### src/rtl/cordic_result_tx_pkg.sv
// cordic_result_tx_pkg: Q7.8 result format widths and serializer beat encodings.
package cordic_result_tx_pkg;
    localparam int CORDIC_INT_W  = 7;
    localparam int CORDIC_FRAC_W = 8;
    localparam int CORDIC_OUT_W  = 1 + CORDIC_INT_W + CORDIC_FRAC_W;
    typedef enum logic {BEAT_X = 1'b0, BEAT_Y = 1'b1} beat_e;
endpackage

### src/rtl/cordic_tx_fifo.sv
// cordic_tx_fifo: show-ahead circular FIFO; a push into a full FIFO is accepted only alongside a pop.
module cordic_tx_fifo #(
    parameter int W         = 32,
    parameter int DEPTH     = 8,
    parameter int CNT_WIDTH = 4
) (
    input  logic                 clk,
    input  logic                 rst_n,
    input  logic                 push,
    input  logic                 pop,
    input  logic [W-1:0]         din,
    output logic [W-1:0]         dout,
    output logic                 full,
    output logic                 empty,
    output logic [CNT_WIDTH-1:0] count
);
    localparam int AW = $clog2(DEPTH);
    logic [W-1:0]  mem [DEPTH];
    logic [AW-1:0] wr_ptr, rd_ptr;
    logic          do_push, do_pop;
    assign empty   = count == '0;
    assign full    = count == CNT_WIDTH'(DEPTH);
    assign do_pop  = pop & ~empty;
    assign do_push = push & (~full | do_pop);
    assign dout    = mem[rd_ptr];
    always_ff @(posedge clk or negedge rst_n) begin
        if (!rst_n) begin
            wr_ptr <= '0;
            rd_ptr <= '0;
            count  <= '0;
        end else begin
            wr_ptr <= do_push ? wr_ptr + AW'(1) : wr_ptr;
            rd_ptr <= do_pop ? rd_ptr + AW'(1) : rd_ptr;
            count  <= count + CNT_WIDTH'(do_push) - CNT_WIDTH'(do_pop);
        end
    end
    always_ff @(posedge clk) begin
        if (do_push) mem[wr_ptr] <= din;
    end
endmodule

### src/rtl/cordic_result_tx.sv
// cordic_result_tx: buffers CORDIC results, streams them downstream and returns issue credits.
// CORDIC_TX_SERIAL_EN: send each result as two beats (X then Y) on tx_x instead of one parallel beat.
module cordic_result_tx
    import cordic_result_tx_pkg::*;
#(
    parameter int OUTPUT_WIDTH = CORDIC_OUT_W,
    parameter int FIFO_DEPTH   = 8,
    parameter int CNT_WIDTH    = 4
) (
    input  logic                    clk,
    input  logic                    rst_n,
    input  logic                    issue,
    output logic                    issue_ready,
    input  logic                    res_valid,
    input  logic [OUTPUT_WIDTH-1:0] res_x,
    input  logic [OUTPUT_WIDTH-1:0] res_y,
    output logic                    tx_valid,
    input  logic                    tx_ready,
    output logic [OUTPUT_WIDTH-1:0] tx_x,
    output logic [OUTPUT_WIDTH-1:0] tx_y,
    output logic                    tx_last,
    output logic [CNT_WIDTH-1:0]    count,
    output logic [CNT_WIDTH-1:0]    credit,
    input  logic                    clear,
    output logic                    overflow,
    output logic                    credit_err
);
    logic [2*OUTPUT_WIDTH-1:0] head;
    logic [OUTPUT_WIDTH-1:0]   head_x, head_y;
    logic                      full, empty, pop, issue_ok;

    cordic_tx_fifo #(
        .W(2*OUTPUT_WIDTH), .DEPTH(FIFO_DEPTH), .CNT_WIDTH(CNT_WIDTH)
    ) u_fifo (
        .clk(clk), .rst_n(rst_n), .push(res_valid), .pop(pop),
        .din({res_x, res_y}), .dout(head), .full(full), .empty(empty), .count(count)
    );

    assign head_x      = head[2*OUTPUT_WIDTH-1:OUTPUT_WIDTH];
    assign head_y      = head[OUTPUT_WIDTH-1:0];
    assign tx_valid    = ~empty;
    assign issue_ready = credit != '0;
    assign issue_ok    = issue & issue_ready;

`ifdef CORDIC_TX_SERIAL_EN
    beat_e state, state_nxt;
    always_ff @(posedge clk or negedge rst_n) begin
        if (!rst_n) state <= BEAT_X;
        else        state <= state_nxt;
    end
    always_comb begin
        state_nxt = state;
        if (tx_valid & tx_ready) state_nxt = state == BEAT_X ? BEAT_Y : BEAT_X;
        pop     = tx_valid & tx_ready & (state == BEAT_Y);
        tx_x    = ~tx_valid ? '0 : state == BEAT_Y ? head_y : head_x;
        tx_y    = '0;
        tx_last = tx_valid & (state == BEAT_Y);
    end
`else
    always_comb begin
        pop     = tx_valid & tx_ready;
        tx_x    = tx_valid ? head_x : '0;
        tx_y    = tx_valid ? head_y : '0;
        tx_last = tx_valid;
    end
`endif

    // Credit saturates at FIFO_DEPTH so pops of unaccounted results cannot wrap it.
    always_ff @(posedge clk or negedge rst_n) begin
        if (!rst_n) begin
            credit     <= CNT_WIDTH'(FIFO_DEPTH);
            overflow   <= 1'b0;
            credit_err <= 1'b0;
        end else begin
            if (issue_ok & ~pop)
                credit <= credit - CNT_WIDTH'(1);
            else if (pop & ~issue_ok & (credit < CNT_WIDTH'(FIFO_DEPTH)))
                credit <= credit + CNT_WIDTH'(1);
            overflow   <= (overflow & ~clear) | (res_valid & full & ~pop);
            credit_err <= (credit_err & ~clear) | (issue & ~issue_ready);
        end
    end
endmodule

### config.mk
export PLATFORM = sky130hd
export DESIGN_NAME = cordic_result_tx
export DESIGN_NICKNAME = d
export VERILOG_FILES = /design/src/rtl/cordic_result_tx_pkg.sv /design/src/rtl/cordic_tx_fifo.sv /design/src/rtl/cordic_result_tx.sv
export SDC_FILE = /design/constraint.sdc
export NUM_CORES = 1
export LEC_CHECK = 0
export CAP_MARGIN = 20
export CORE_ASPECT_RATIO = 1.5
export CORE_MARGIN = 8
export CORE_UTILIZATION = 50
export CTS_CLUSTER_SIZE = 8
export DETAILED_ROUTE_END_ITERATION = 12
export GPL_TIMING_DRIVEN = 1
export PLACE_DENSITY = 0.73
export SETUP_SLACK_MARGIN = 0.4
export SKIP_LAST_GASP = 1
export SYNTH_ARGS = -nofsm -noshare
export SYNTH_HDL_FRONTEND = slang
export SYNTH_SLANG_ARGS = --single-unit
### constraint.sdc
create_clock -name clk -period 5.6 [get_ports clk]
set_input_delay 0.84 -clock clk [delete_from_list [all_inputs] [get_ports clk]]
set_output_delay 0.84 -clock clk [all_outputs]
set_load 0.02 [all_outputs]
==> results.cfg <==
[outcome]
status = complete, no violations

[floorplanning]
fp.coreArea_um2 = 20900
initial_core_util_pct = 50.7
die-height_um = 194
die_x_um = 135
die-area_um2 = 26200
ios = 83
fp-row-count = 65

[timing]
hold_violations = 0
maxSlewViolCount = 0
whs_ps = 535
fmax_ghz = 0.240
final.setup.tns_ps = 0
setup_viol = 0
fin_crit_ps = 4170
rsz0062_at_grt = false
finClkSkew_ps = 14.7
maxSlewHeadroom_pct = 33.5
layout_setup_ws_ps = 1430
finalCritPeriodShare_pct = 74.4
worstMarginPinSlew_ps = 997

[routing]
top_layer_used = met5
viasPerCell = 5.76
remaining_drc_errors = 0
drt_iter0_drc = 349
drtAntennaViolNets = 0
wl_met2_um = 11900
routedWlPerCell_um = 25.1
routed_wl_um = 22100
wl_met3_um = 1190
wl_met1_um = 8610
firstDrtPassIters = 5
via_count = 5088

[setup_path]
cp-end-kind = output port
crit_arrival_ps = 3330
critPathMaxFanout = 39
required_ps = 4760
critPathLaunchType = register
crit_buf_inv = 2
crit_type = register to output port
crit_chain = buf_4 > mux4_2 > mux2i_1 > nor2_1 > clkdlybuf4s50_1
crit_path_top_delay_cell = dfrtp_2
critical_path.top_delay_family = buffers and inverters
cpPeakStageDelay_ps = 1000

[clock_network]
cts_tree = yes
h-tree-depth = 2
cts_hold_buffers = 0
clk_latency_ps = 500
post_cts_resized = 0
path_clk_slew_ps = 50
ctsRootBufferMaster = clkbuf_16
postCtsSetupRepairBufs = 0
cts_buffers = 39
clock_sinks = 272
clockBufferDepth = 3

[layout]
fin_util_pct = 61.7
nNetsFinal = 657
fill_cells = 1396
drive_gt1_share_pct = 23.2
antennaDiodeCount = 0
final_cells = 884
seq_area_um2 = 8100
area_growth_pct = 21.6
design_area_um2 = 12900
multi_input_area_um2 = 2420

[global_route]
antenna_found_initial = 1
track_usage_pct = 17.2
grt_pass1_wl_um = 33800
grt_overflow = 0
grt_max_degree = 40
first_global_vias = 5715

[place]
io_buffers = 82
dpl.hpwl_um = 13000
place_inst = 836
placed_area_um2 = 11800
place.gp.congestion = 0.757
pre_cts_ws_ps = 1880

[logic_synthesis]
avgSynthCellArea_um2 = 21.6
ys_types = 36
synth_warnings = 0
synth_nets = 540
synth_top_area_share_pct = 72.5
synth_largest_area_cell = edfxtp_1
yosysSeqAreaShare_pct = 76.3
ys_ff_latch = 272
synth_area_leaders = edfxtp_1, mux4_2, dfrtp_1
syn_area_um2 = 10600
synth_cells = 492

[power_and_ir_drop]
power.internal_mw = 5.05
seqPwrFrac_pct = 39.3
powerDensity_nw_per_um2 = 570
pwr-share-clk_pct = 27.9
combPwrFrac_pct = 32.8
static-leakage-power_nw = 4.34
peakVddDrop_mv = 0.278
p_sw_mw = 2.29
total_power_mw = 7.35
swShare_pct = 31.2

[min_path]
worstHoldPathType = register to register

[job]
maxCapViolCount = 0
## power by group through the flow
stage          Clock [mW]  Combinational, mW  Sequential [mW]
3_3_place_gp            0               2.40             2.90
5_1_grt              2.15               2.59             2.93
2_1_floorplan           0               1.60             2.76
6_report             2.05               2.41             2.89
3_5_place_dp            0               2.44             2.93
4_1_cts              2.08               2.46             2.90
## placed cells by master (no fill, tap or decap), drive strengths merged, types with 3 or more instances in the layout
master         instances
dfrtp                 15
ha                     9
nand2b                 4
nor2                  41
inv                   14
clkbuf                46
edfxtp               256
xor2                   4
xnor2                  5
mux2                   3
clkdlybuf4s50         82
buf                   16
mux4                  64
mux2i                 32
nand2                  5
## state kept, by name (all words and copies together) (netlist names)
register / cells
u_fifo.count: 4
u_fifo.mem: 256
overflow: 1
credit: 4
credit_err: 1
u_fifo.wr_ptr: 3
u_fifo.rd_ptr: 3
## worst register-to-register path, stage by stage, from the launching register on
cell     delay (ps)
dfrtp_1         370
inv_1           100
ha_1            180
nor3b_4         750
buf_4           400
nor2_1          190
ha_1            310
inv_1            60
ha_1            160
inv_1            60
fa_1            410
xnor2_1         140
## cell usage after synthesis
| cell type | n |
|---|---|
| o41ai_1 | 1 |
| nor4b_4 | 1 |
| edfxtp_1 | 256 |
| inv_1 | 12 |
| o21ai_0 | 1 |
| clkbuf_1 | 5 |
| nor3b_1 | 1 |
| dfstp_2 | 1 |
| o22ai_1 | 2 |
| o41ai_2 | 1 |
| fa_1 | 1 |
| a21o_1 | 1 |
| buf_1 | 7 |
| nor3b_4 | 1 |
| nand2b_1 | 4 |
| xnor2_1 | 5 |
| mux2_4 | 1 |
| a41oi_1 | 1 |
| mux2_2 | 2 |
| nand2_1 | 5 |
| buf_4 | 2 |
| mux2i_1 | 32 |
| mux4_2 | 64 |
| inv_2 | 1 |
| or4_1 | 1 |
| buf_2 | 8 |
| ha_1 | 9 |
| a22oi_1 | 1 |
| nor2_1 | 40 |
| xor2_1 | 4 |
| dfrtp_1 | 15 |
| nor3_1 | 2 |
| a21boi_1 | 1 |
| a21oi_2 | 1 |
| nor2_2 | 1 |
| a21oi_1 | 1 |
## worst paths after layout
kind,slack [ps],startpoint,endpoint,depth (start not counted)
max,1430,u_fifo.rd_ptr[1],tx_x[12],5
max in group asynchronous,4310,rst_n,u_fifo.rd_ptr[0],1
min,540,u_fifo.wr_ptr[0],u_fifo.wr_ptr[0],1
min reg2reg,540,u_fifo.wr_ptr[0],u_fifo.wr_ptr[0],1
min in group asynchronous,770,rst_n,u_fifo.count[2],1
max reg2reg,2340,u_fifo.count[2],u_fifo.count[2],11
## layer usage
layer,global-route usage (%),vias to the layer above
li1,-,2217
met1,20.8,2660
met2,29.7,174
met3,3.02,35
met4,6.60,2
met5,0,-
## layout make-up
type	count	share of cell area (%)
sequential	272	62.8
multi-input combinational	185	18.8
clock buffer	46	7.94
timing repair buffer	98	7.30
tap	268	2.60
inverter	13	0.379
clock inverter	2	0.194
## cells by family (layout without fill, tap and decap cells)
group,count (synthesis),in the layout,synth area share [%]
fa+ha+maj,10,10,1.25
simple gates,56,56,2.53
mux,99,99,17.0
buf+inv,35,159,1.40
compound gates,11,11,0.826
xor+xnor,9,9,0.743
flops,272,272,76.3
Power figures use the tool's default switching activity.
